$ cat src/rtl/shared_mailbox_wb.sv
// Wishbone-attached 32-bit mailbox FIFO with sticky overflow/underflow flags
// and a count-threshold level interrupt.
module shared_mailbox_wb #(
   parameter int unsigned DEPTH = 8,
   parameter int unsigned AW    = $clog2(DEPTH)
) (
   input  logic        wb_clk_i,
   input  logic        wb_rst_i,
   input  logic [31:0] wb_adr_i,
   input  logic [31:0] wb_dat_i,
   input  logic [3:0]  wb_sel_i,
   input  logic        wb_we_i,
   input  logic        wb_cyc_i,
   input  logic        wb_stb_i,
   output logic        wb_ack_o,
   output logic [31:0] wb_dat_o,
   output logic        mbox_irq_o
);

   typedef enum logic {S_IDLE, S_ACK} state_t;

   localparam logic [AW:0] FULL_CNT = (AW+1)'(DEPTH);

   state_t state, state_next;

   logic [31:0]   mem [DEPTH];
   logic [AW-1:0] wr_ptr, rd_ptr, wr_ptr_n, rd_ptr_n;
   logic [AW:0]   count, count_n;
   logic          ovf, unf, ovf_n, unf_n;
   logic          irq_en, irq_en_n;
   logic [7:0]    thresh, thresh_n;
   logic [31:0]   dat_n;
   logic          irq_n;
   logic          push;
   logic          accept;
   logic          full, empty;
   logic [31:0]   wmask, count32, status_word;
   logic          unused_adr;

   assign unused_adr = ^{wb_adr_i[31:4], wb_adr_i[1:0]};

   assign accept = (state == S_IDLE) && wb_cyc_i && wb_stb_i;
   assign full   = (count == FULL_CNT);
   assign empty  = (count == '0);
   assign wb_ack_o = (state == S_ACK);

   assign wmask = {{8{wb_sel_i[3]}}, {8{wb_sel_i[2]}}, {8{wb_sel_i[1]}}, {8{wb_sel_i[0]}}};
   assign count32 = 32'(count);
   assign status_word = {16'h0, count32[7:0], 4'h0, unf, ovf, full, empty};

   always_ff @(posedge wb_clk_i) begin
      if (wb_rst_i) state <= S_IDLE;
      else          state <= state_next;
   end

   always_comb begin
      state_next = state;
      case (state)
         S_IDLE: if (wb_cyc_i && wb_stb_i) state_next = S_ACK;
         S_ACK:  state_next = S_IDLE;
         default: state_next = S_IDLE;
      endcase
   end

   always_comb begin
      wr_ptr_n = wr_ptr;
      rd_ptr_n = rd_ptr;
      count_n  = count;
      ovf_n    = ovf;
      unf_n    = unf;
      irq_en_n = irq_en;
      thresh_n = thresh;
      dat_n    = wb_dat_o;
      push     = 1'b0;
      if (accept) begin
         case (wb_adr_i[3:2])
            2'd0: begin
               if (wb_we_i) begin
                  if (full) ovf_n = 1'b1;
                  else begin
                     push     = 1'b1;
                     wr_ptr_n = wr_ptr + 1'b1;
                     count_n  = count + 1'b1;
                  end
               end else begin
                  if (empty) begin
                     dat_n = '0;
                     unf_n = 1'b1;
                  end else begin
                     dat_n    = mem[rd_ptr];
                     rd_ptr_n = rd_ptr + 1'b1;
                     count_n  = count - 1'b1;
                  end
               end
            end
            2'd1: begin
               if (wb_we_i) begin
                  if (wb_sel_i[0] && wb_dat_i[2]) ovf_n = 1'b0;
                  if (wb_sel_i[0] && wb_dat_i[3]) unf_n = 1'b0;
               end else dat_n = status_word;
            end
            2'd2: begin
               if (wb_we_i) begin
                  if (wb_sel_i[0]) begin
                     irq_en_n = wb_dat_i[0];
                     // flush rewinds the FIFO only; memory and sticky flags survive
                     if (wb_dat_i[1]) begin
                        wr_ptr_n = '0;
                        rd_ptr_n = '0;
                        count_n  = '0;
                     end
                  end
               end else dat_n = {31'h0, irq_en};
            end
            default: begin
               if (wb_we_i) begin
                  if (wb_sel_i[0]) thresh_n = wb_dat_i[7:0];
               end else dat_n = {24'h0, thresh};
            end
         endcase
      end
      irq_n = irq_en_n && (thresh_n != '0) && (9'(count_n) >= {1'b0, thresh_n});
   end

   always_ff @(posedge wb_clk_i) begin
      if (wb_rst_i) begin
         wr_ptr     <= '0;
         rd_ptr     <= '0;
         count      <= '0;
         ovf        <= 1'b0;
         unf        <= 1'b0;
         irq_en     <= 1'b0;
         thresh     <= '0;
         wb_dat_o   <= '0;
         mbox_irq_o <= 1'b0;
      end else begin
         wr_ptr     <= wr_ptr_n;
         rd_ptr     <= rd_ptr_n;
         count      <= count_n;
         ovf        <= ovf_n;
         unf        <= unf_n;
         irq_en     <= irq_en_n;
         thresh     <= thresh_n;
         wb_dat_o   <= dat_n;
         mbox_irq_o <= irq_n;
      end
   end

   always_ff @(posedge wb_clk_i) begin
      if (push && !wb_rst_i) mem[wr_ptr] <= wb_dat_i & wmask;
   end

endmodule

$ cat config.mk
export PLATFORM = sky130hd
export DESIGN_NAME = shared_mailbox_wb
export DESIGN_NICKNAME = d
export VERILOG_FILES = /design/src/rtl/shared_mailbox_wb.sv
export SDC_FILE = /design/constraint.sdc
export NUM_CORES = 1
export LEC_CHECK = 0
export ABC_AREA = 1
export BUFFER_PORTS_ARGS = -buffer_cell sky130_fd_sc_hd__buf_2
export CAP_MARGIN = 0
export CORE_MARGIN = 2
export CORE_UTILIZATION = 30
export DETAILED_ROUTE_END_ITERATION = 6
export GPL_ROUTABILITY_DRIVEN = 1
export SLEW_MARGIN = 20
export SYNTH_ARGS = -nofsm -noshare
export SYNTH_HDL_FRONTEND = slang
export SYNTH_SLANG_ARGS = --single-unit
$ cat constraint.sdc
create_clock -name wb_clk_i -period 7.15 [get_ports wb_clk_i]
set_clock_uncertainty 0.1 [all_clocks]
set_input_delay 1.0725 -clock wb_clk_i [delete_from_list [all_inputs] [get_ports wb_clk_i]]
set_output_delay 1.0725 -clock wb_clk_i [all_outputs]
set_load 0.02 [all_outputs]
==> results of run 1 <==
cell type report:
class	count	area (um2)
clock buffers	44	845
multi-input cells	740	3480
well taps	585	732
clock inverters	14	159
fillers	4327	27900
repair buffers	95	523
flip-flops and latches	314	8850
inverters	119	448
worst reg2reg max path: stages, from the launching register on:
cell     delay [ps]
dfxtp_1         440
inv_1           140
ha_1            270
nand3_1         160
nand2_1         140
nor4_1          460
nand2_1         310
nor3_4          610
buf_4           510
cells by family after synthesis:
| group | share of synthesized area |
|---|---|
| fa+ha+maj | 0.00864 |
| mux | 0.000768 |
| xor+xnor | 0.000672 |
| buf+inv | 0.0577 |
| simple gates | 0.157 |
| flops | 0.679 |
| compound gates | 0.0963 |
state kept, by name (all words and copies together) (netlist names), named ones only:
signal and flops:
count 4, rd_ptr 3, ovf 1, irq_en 1, mbox_irq_o 1, mem 256, thresh 8, wr_ptr 3
unf 1, wb_ack_o 1, wb_dat_o 32
worst max-delay path by stage:
stage                       to
detailed placement  mem[3][15]
global placement    mem[3][20]
finish              mem[3][15]
floorplan            mem[4][0]
global route         mem[3][8]
CTS                  mem[3][8]
stage by stage:
stage	hold WS (ps)	util	cells	setup WS, ps	cell area [um2]
CTS	362	0.350	1911	3330	15000
global placement	348	0.326	1853	2830	14000
finish	361	0.350	1911	3640	15000
global route	382	0.350	1911	3490	15000
detailed placement	352	0.326	1853	2800	14000
floorplan	339	-	1240	2570	13000
metal layers:
layer	global-route usage	up-vias
li1	-	4353
met1	0.196	4281
met2	0.234	210
met3	0.0239	45
met4	0.0297	0
met5	0	-
cell usage in the layout, fill, tap and decap left out, types with 2 or more instances in the layout:
master / Yosys / final
clkinv_4: 0 / 2
a21oi_1: 49 / 49
buf_4: 4 / 19
nor2_2: 1 / 2
buf_2: 19 / 76
o21a_1: 3 / 3
nor2_1: 184 / 183
o211ai_1: 48 / 48
o21ai_1: 12 / 12
dfxtp_1: 58 / 56
bufinv_16: 0 / 3
clkbuf_8: 0 / 2
inv_1: 111 / 110
clkbuf_16: 0 / 31
nand2_1: 219 / 219
nor3_2: 0 / 7
clkinv_2: 0 / 7
nand4_1: 5 / 5
clkbuf_1: 40 / 11
nand3_1: 83 / 83
inv_2: 7 / 7
edfxtp_1: 256 / 256
ha_1: 9 / 9
o21ai_0: 109 / 109
clkinv_1: 1 / 2
inv_6: 0 / 2
power by group through the flow:
stage | clock network, W | registers [W] | logic (W)
floorplan | 0 | 0.00202 | 0.000116
global placement | 0 | 0.00203 | 0.000166
detailed placement | 0 | 0.00203 | 0.000169
CTS | 0.00165 | 0.00199 | 0.000170
global route | 0.00173 | 0.00199 | 0.000193
finish | 0.00162 | 0.00199 | 0.000167
==> metrics.cfg, run 1 <==
[route]
drtIter0Drc=612
met2_wirelength_um=15000
drt-met1-wl_um=14600
drc=0
detail_route.first_pass.iterations=4
highest_layer=met4
post_route_ant_nets=0
routed_wl_per_cell_um=16.5
met3WireLength_um=1520
routed-via-count=8889
vias_per_cell=4.65
finalWirelength_um=31600

[floorplan]
initial_cell_density_of_the_core=0.303
floorplan.die.width_um=212
design.die.area_mm2=0.0451
die_height_um=212
fp-row-count=76
floorplan.io_pins=107
core_mm2=0.0430

[global_routing]
grt_util_all_layers=0.142
grt_antenna_before_repair=0
grt_max_degree=98
grt_pass1_vias=8620
globalRoute.totalOverflow=0
global_route_wire_length_before_repair_um=49000

[power]
proportion_of_power_drawn_by_flip_flops_and_latches=0.527
pwr-share-comb=0.044
power.share.switching=0.216
power.internal_w=0.00296
share_clk_of_total_power=0.428
power_density_mw_per_mm2=251
power.switching_w=0.000814
p_total_w=0.00377
power_leakage_nw=5.73
ir_worst_vdd_mv=0.203

[sta]
report.final.slew_viol_count=0
setup_viol=0
final-hold-violation-count=0
maximum_operating_frequency_ghz=0.285
rsz0062_at_grt=false
worst_pin_slew_ps=1070
maxSlewHeadroom=0.288
layout_worst_path_cycle_share=0.491
setup_tns_final_ps=0
post-route-min-period_ps=3510

[synthesis]
synthMostInstantiatedCell=edfxtp_1
yosys.area.top_type=edfxtp_1
dominantRegCellSynth=edfxtp_1
synth_fp_nets=1322
yosys.area.top_type_share=0.590
synthesis.yosys.warnings=0
synth_cells=1240
ys_types=31
synth.cell_area_mm2=0.0130
synth_seq_area_share=0.679
synth_edf_count=256
synth.area.top_cells=edfxtp_1 59%, dfxtp_1 8.9%, nand2_1 6.3%
post_synth.cell_area_avg_um2=10.5
synth_commonest_cells=256 x edfxtp_1, 219 x nand2_1, 184 x nor2_1, 111 x inv_1, 109 x o21ai_0
synth.ff_latch_count=314
asyncSetResetFlopFracSynth=0

[worst_setup_path]
slowest_delay_ps=610
crit_required_ps=7270
end_of_the_worst_register_to_register_path=mem[3][15]
critical_path_launch_point_type=register
crit_chain=inv_1, ha_1, nand3_1, nand2_1, nor4_1, nand2_1, nor3_4, buf_4
worstPathArrival_ps=3630
crit_slowest_cell=nor3_4
worst_path_most_repeated_cell=nand2_1
endpoint_class_of_the_critical_path=register
timing.reg2reg.worst_path_depth=8
crit_path_max_fanout=23
timing.critical_path.max_delay_family=simple AND/OR/NAND/NOR gates
cp.depth=8
crit-reg2reg-launch=count[0]
timing.setup.critical_path_class=register to register
worst-r2r-setup-slack_ps=3640
cp_num_buf_inv=2
crit_start=count[0]

[cts]
cts.repair.resized=0
clock-root-buffer=clkbuf_16
cts_hold_buffers=0
cts_inserted_buffers=31
cts.repair_timing.setup_buffer_count=0
insertion_delay_ps=570
cts_max_level=1
clkTransAtPathRegs_ps=60
cts_tree=built
cts.sinks=314
cts_max_path_buffers=3

[layout]
drive_above_1_share=0.123
layout.nets=1383
flow.area_growth_from_synthesis_pct=15.4
num_antenna_cells=0

[hold_path]
holdCritPathClass=register to register
holdPathEnd=wb_dat_o[11]
min_from=wb_dat_o[11]
worst_hold_path.num_cells=2

[place]
place_congestion=0.843
detailed_place_hpwl_um=17900
port-buffer-count=76

[run_status]
outcome=finished clean

[run]
maxCapViolations=0

No activity file was read; power rests on OpenSTA's default activity.
==> inputs of run 2 (changes only) <==
==> constraint.sdc (replaced) <==
create_clock -name wb_clk_i -period 3.01 [get_ports wb_clk_i]
set_clock_uncertainty 0.1 [all_clocks]
set_input_delay 0.4515 -clock wb_clk_i [delete_from_list [all_inputs] [get_ports wb_clk_i]]
set_output_delay 0.4515 -clock wb_clk_i [all_outputs]
set_load 0.02 [all_outputs]
==> metrics.cfg, run 2 (synthesized netlist as in run 1, its figures left out) <==
[run_status]
outcome=finished clean

[layout]
final_common_cell=edfxtp_1
largest_reg_flops=256  ; unchanged
layout_common_cells=256 x edfxtp_1, 219 x nand2_1, 183 x nor2_1
num_antenna_cells=0  ; unchanged
num-fill-cells=4344  ; +0.39%
postLayoutCellArea_mm2=0.0153  ; +1.9%
largest_registers=mem: 256 flops, wb_dat_o: 32 flops, thresh: 8 flops
flow.area_growth_from_synthesis_pct=17.6
finalCoreUtilization=0.356  ; +0.00664
drive_above_1_share=0.130  ; +0.00712
top_register=mem
finalNonFillerCells=1923  ; +0.63%
layout.nets=1395  ; +0.87%

[place]
place_area_mm2=0.0143  ; +2.2%
detailed_place_hpwl_um=18500  ; +3.4%
port-buffer-count=76  ; unchanged
place_congestion=0.836  ; -0.85%
number_of_placed_instances_with_taps_included=1865  ; +0.65%

[power]
power_density_mw_per_mm2=581  ; +130%
ir_worst_vdd_mv=0.444  ; +120%
power_leakage_nw=5.83  ; +1.8%

[floorplan]
floorplan.die.width_um=212  ; unchanged
core_mm2=0.0430  ; unchanged
fp-row-count=76  ; unchanged
initial_cell_density_of_the_core=0.303  ; unchanged
design.die.area_mm2=0.0451  ; unchanged
die_height_um=212  ; unchanged
floorplan.io_pins=107  ; unchanged

[global_routing]
grt_util_all_layers=0.143  ; +0.00141
global_route_wire_length_before_repair_um=49500  ; +0.86%
grt_pass1_vias=8521  ; -1.1%
grt_antenna_before_repair=1  ; +1
grt_max_degree=111  ; +13%
globalRoute.totalOverflow=0  ; unchanged

[sta]
maxSlewHeadroom=0.513  ; +0.226
layout_worst_path_cycle_share=0.859  ; +0.368
report.final.slew_viol_count=0  ; unchanged
rsz0062_at_grt=false
worst_pin_slew_ps=729  ; -339 ps
maximum_operating_frequency_ghz=0.387  ; +36%
final-hold-violation-count=0  ; unchanged
post-route-min-period_ps=2580  ; -924 ps
setup_viol=0  ; unchanged

[hold_path]
holdCritPathClass=input pin to register

[cts]
cts_inserted_buffers=31  ; unchanged
insertion_delay_ps=590  ; +20 ps
cts_hold_buffers=0  ; unchanged
clkTransAtPathRegs_ps=70  ; about the same
cts.sinks=314  ; unchanged
cts_tree=built
clock-root-buffer=clkbuf_16
cts_max_path_buffers=3  ; unchanged
cts.repair_timing.setup_buffer_count=0  ; unchanged
cts_max_level=1  ; unchanged
cts.repair.resized=0  ; unchanged

[route]
routed-via-count=8889  ; unchanged
vias_per_cell=4.62  ; -0.62%
drc=0  ; unchanged
drtIter0Drc=573  ; -6.4%
routed_wl_per_cell_um=16.6  ; +0.21%
detail_route.first_pass.iterations=5  ; +1
post_route_ant_nets=0  ; unchanged
finalWirelength_um=31900  ; +0.84%

[run]
maxCapViolations=0  ; unchanged

[worst_setup_path]
crit_required_ps=3180  ; -4090 ps
critical_path_launch_point_type=register
crit_path_max_fanout=12  ; -48%
worstPathArrival_ps=2750  ; -880 ps
endpoint_class_of_the_critical_path=register
timing.setup.critical_path_class=register to register

run 2: changes by cell type in the layout (fill, tap and decap cells not counted), moves of 2 or more:
cell,change
inv_4,+2
inv_6,-2
buf_12,+13
bufinv_16,-2
clkinv_4,-2
nor3_2,-7
nor3_4,+7
clkinv_2,-2
clkinvlp_4,+3
run 2: per-stage QoR:
| step | total power (W) | setup TNS (ps) | setup WS (ps) | hold slack (ps) |
|---|---|---|---|---|
| 2_1_floorplan | 0.00509 | -44360 | -173 | 339 |
| 3_3_place_gp | 0.00523 | 0 | 489 | 351 |
| 3_5_place_dp | 0.00523 | 0 | 499 | 353 |
| 4_1_cts | 0.00900 | 0 | 471 | 58.7 |
| 5_1_grt | 0.00922 | 0 | 268 | 101 |
| 6_report | 0.00890 | 0 | 426 | 77.2 |
run 2: power breakdown:
part / switching, W / internal [W] / total (W)
clock: 0.00164 / 0.00213 / 0.00377
sequential: 0.0000154 / 0.00470 / 0.00472
combinational: 0.000297 / 0.000121 / 0.000417
run 2: routing by layer:
metal,GRT usage,share of wire,up-vias
met5,0,0,-
met4,0.0318,0.020,0
met3,0.0219,0.041,59
met2,0.237,0.47,176
met1,0.198,0.47,4273
li1,-,-,4381
run 2: path summary, 6_finish.rpt:
kind / from / end / slack (ps) / cells past startpoint
max: count[1] / mem[0][14] / 430 / 10
max reg2reg: count[1] / mem[0][14] / 430 / 10
min reg2reg: wb_dat_o[22] / wb_dat_o[22] / 360 / 2
min: wb_dat_i[5] / thresh[5] / 80 / 3
run 2: cell type report:
class                           count  area, um2  share of cell area
Sequential cell                   314       8850               0.578
Multi-Input combinational cell    740       3520               0.230
Clock buffer                       46        883              0.0577
Timing Repair Buffer              107        776              0.0506
Tap cell                          585        732              0.0478
Inverter                          119        448              0.0292
Clock inverter                     12        109             0.00710
run 2: critical path, stage by stage, from the launching register on:
cell	delay, ps
dfxtp_1	450
inv_1	90
ha_1	230
nand3_1	160
nand2_1	150
nor4_1	200
buf_4	180
nand2_1	50
buf_4	170
nor3_4	170
buf_4	300
==> inputs of run 3 (changes only) <==
==> constraint.sdc (replaced) <==
create_clock -name wb_clk_i -period 2.2 [get_ports wb_clk_i]
set_clock_uncertainty 0.1 [all_clocks]
set_input_delay 0.33 -clock wb_clk_i [delete_from_list [all_inputs] [get_ports wb_clk_i]]
set_output_delay 0.33 -clock wb_clk_i [all_outputs]
set_load 0.02 [all_outputs]
==> metrics.cfg, run 3 (synthesized netlist as in run 1, its figures left out) <==
[global_routing]
grt_pass1_vias=9070  ; +6.4%
grt_max_degree=97  ; -13%
grt_antenna_before_repair=0  ; -1
grt_util_all_layers=0.149  ; +0.00556
globalRoute.totalOverflow=0  ; unchanged
global_route_wire_length_before_repair_um=51600  ; +4.3%

[route]
vias_per_cell=4.66  ; +0.79%
drc=0  ; unchanged
post_route_ant_nets=0  ; unchanged
finalWirelength_um=33100  ; +3.9%
detail_route.first_pass.iterations=5  ; unchanged
routed_wl_per_cell_um=16.7  ; +0.80%
routed-via-count=9239  ; +3.9%
drtIter0Drc=695  ; +21%

[floorplan]
fp-row-count=76  ; unchanged
initial_cell_density_of_the_core=0.303  ; unchanged
floorplan.io_pins=107  ; unchanged
design.die.area_mm2=0.0451  ; unchanged
core_mm2=0.0430  ; unchanged
die_height_um=212  ; unchanged
floorplan.die.width_um=212  ; unchanged

[hold_path]
holdCritPathClass=input pin to register
worst_hold_path.num_cells=3  ; unchanged
min_from=wb_dat_i[5]
holdPathEnd=thresh[5]

[power]
p_total_w=0.0130  ; +46%
ir_worst_vdd_mv=0.466  ; +5.0%
power_density_mw_per_mm2=805  ; +39%
power_leakage_nw=6.29  ; +7.8%

[layout]
final_common_cell=edfxtp_1
top_register=mem
layout.nets=1455  ; +4.3%
largest_reg_flops=256  ; unchanged
layout_common_cells=256 x edfxtp_1, 212 x nand2_1, 181 x nor2_1
num_antenna_cells=0  ; unchanged
drive_above_1_share=0.190  ; +0.0595
num-fill-cells=4236  ; -2.5%
postLayoutCellArea_mm2=0.0162  ; +5.5%
largest_registers=mem: 256 flops, wb_dat_o: 32 flops, thresh: 8 flops
flow.area_growth_from_synthesis_pct=24.1

[worst_setup_path]
endpoint_class_of_the_critical_path=register
worst-r2r-setup-slack_ps=110  ; -310 ps
worstPathArrival_ps=2230  ; -520 ps
cp_num_buf_inv=3  ; -1
slowest_delay_ps=360  ; -90 ps
crit_chain=inv_4, ha_4, nand3_4, nand2_4, nor4_4, buf_4, nand2_4, nor3_4, buf_4
timing.critical_path.max_delay_family=simple AND/OR/NAND/NOR gates
end_of_the_worst_register_to_register_path=mem[3][29]
timing.reg2reg.worst_path_depth=9  ; -1
crit_slowest_cell=dfxtp_4
critical_path_launch_point_type=register
crit_path_max_fanout=8  ; -4
crit_required_ps=2340  ; -840 ps
crit-reg2reg-launch=count[0]
timing.setup.critical_path_class=register to register

[sta]
setup_viol=0  ; unchanged
rsz0062_at_grt=true
maximum_operating_frequency_ghz=0.479  ; +24%
maxSlewHeadroom=0.583  ; +0.0699
post-route-min-period_ps=2090  ; -498 ps
setup_tns_final_ps=0  ; unchanged
final-hold-violation-count=0  ; unchanged
timing.hold.ws_ps=30.2  ; -47.1 ps
layout_worst_path_cycle_share=0.948  ; +0.0898
worst_pin_slew_ps=625  ; -104 ps
report.final.slew_viol_count=0  ; unchanged

[place]
detailed_place_hpwl_um=20200  ; +9.0%
port-buffer-count=76  ; unchanged
place_area_mm2=0.0148  ; +3.4%
place_congestion=0.848  ; +1.4%

[cts]
cts_max_path_buffers=3  ; unchanged
cts_tree=built
cts.sinks=314  ; unchanged
insertion_delay_ps=530  ; -60 ps
cts_max_level=2  ; +1
clock-root-buffer=clkbuf_16
clkTransAtPathRegs_ps=60  ; about the same
cts_inserted_buffers=34  ; +9.7%

[run]
maxCapViolations=0  ; unchanged

[run_status]
outcome=finished clean

-- run 3: changes by cell type in the layout (fill, tap and decap cells not counted), moves of 4 or more --
| cell | previous run | this run |
|---|---|---|
| buf_12 | 13 | 18 |
| buf_4 | 18 | 68 |
| clkbuf_1 | 11 | 5 |
| nand2_1 | 219 | 212 |
| clkbuf_8 | 3 | 10 |
| nand2_4 | 0 | 4 |
-- run 3: per-stage QoR --
step / setup slack, ps / instances / util
after floorplan: -351 / 1240 / -
after global placement: -82.1 / 1915 / 0.345
after detailed placement: -119 / 1915 / 0.345
after CTS: 27.8 / 1978 / 0.373
after global routing: -68.8 / 1983 / 0.376
final: 113 / 1983 / 0.376
-- run 3: area by class of cell --
class                   instances  area, um2  share of cell area
flip-flops and latches        314       8860               0.548
inverters                     119        455              0.0282
repair buffers                164       1290              0.0796
well taps                     585        732              0.0453
clock inverters                12        166              0.0103
clock buffers                  49       1010              0.0623
multi-input cells             740       3660               0.226
-- run 3: worst min-delay path, stage by stage --
cell and delay (ps):
buf_2 110, mux2i_1 90, nor2_1 90
-- run 3: repair_timing --
| item | 4_1_cts | 5_1_grt |
|---|---|---|
| hold buffers | 0 | 0 |
| gates cloned | 0 | 1 |
| endpoints found under the setup margin | 129 | 52 |
| pin swaps | 4 | 15 |
| resized for setup | 4 | 21 |
| setup buffers | 2 | 4 |
-- run 3: worst max path at each step --
stage / from / end / depth (start not counted)
2_1_floorplan: count[0] / mem[2][0] / 7
3_3_place_gp: wb_adr_i[2] / mem[2][22] / 7
3_5_place_dp: wb_adr_i[2] / mem[3][23] / 7
4_1_cts: count[1] / mbox_irq_o / 14
5_1_grt: count[0] / mbox_irq_o / 16
6_report: count[0] / mem[3][29] / 9
-- run 3: power breakdown --
group	switching (W)	internal, W
Sequential	0.0000140	0.00643
Clock	0.00234	0.00356
Combinational	0.000450	0.000224
-- run 3: per-layer routing --
layer	track usage	routed length [um]
met1	0.208	15500
met2	0.241	15600
met3	0.0225	1470
met4	0.0395	574
met5	0	0
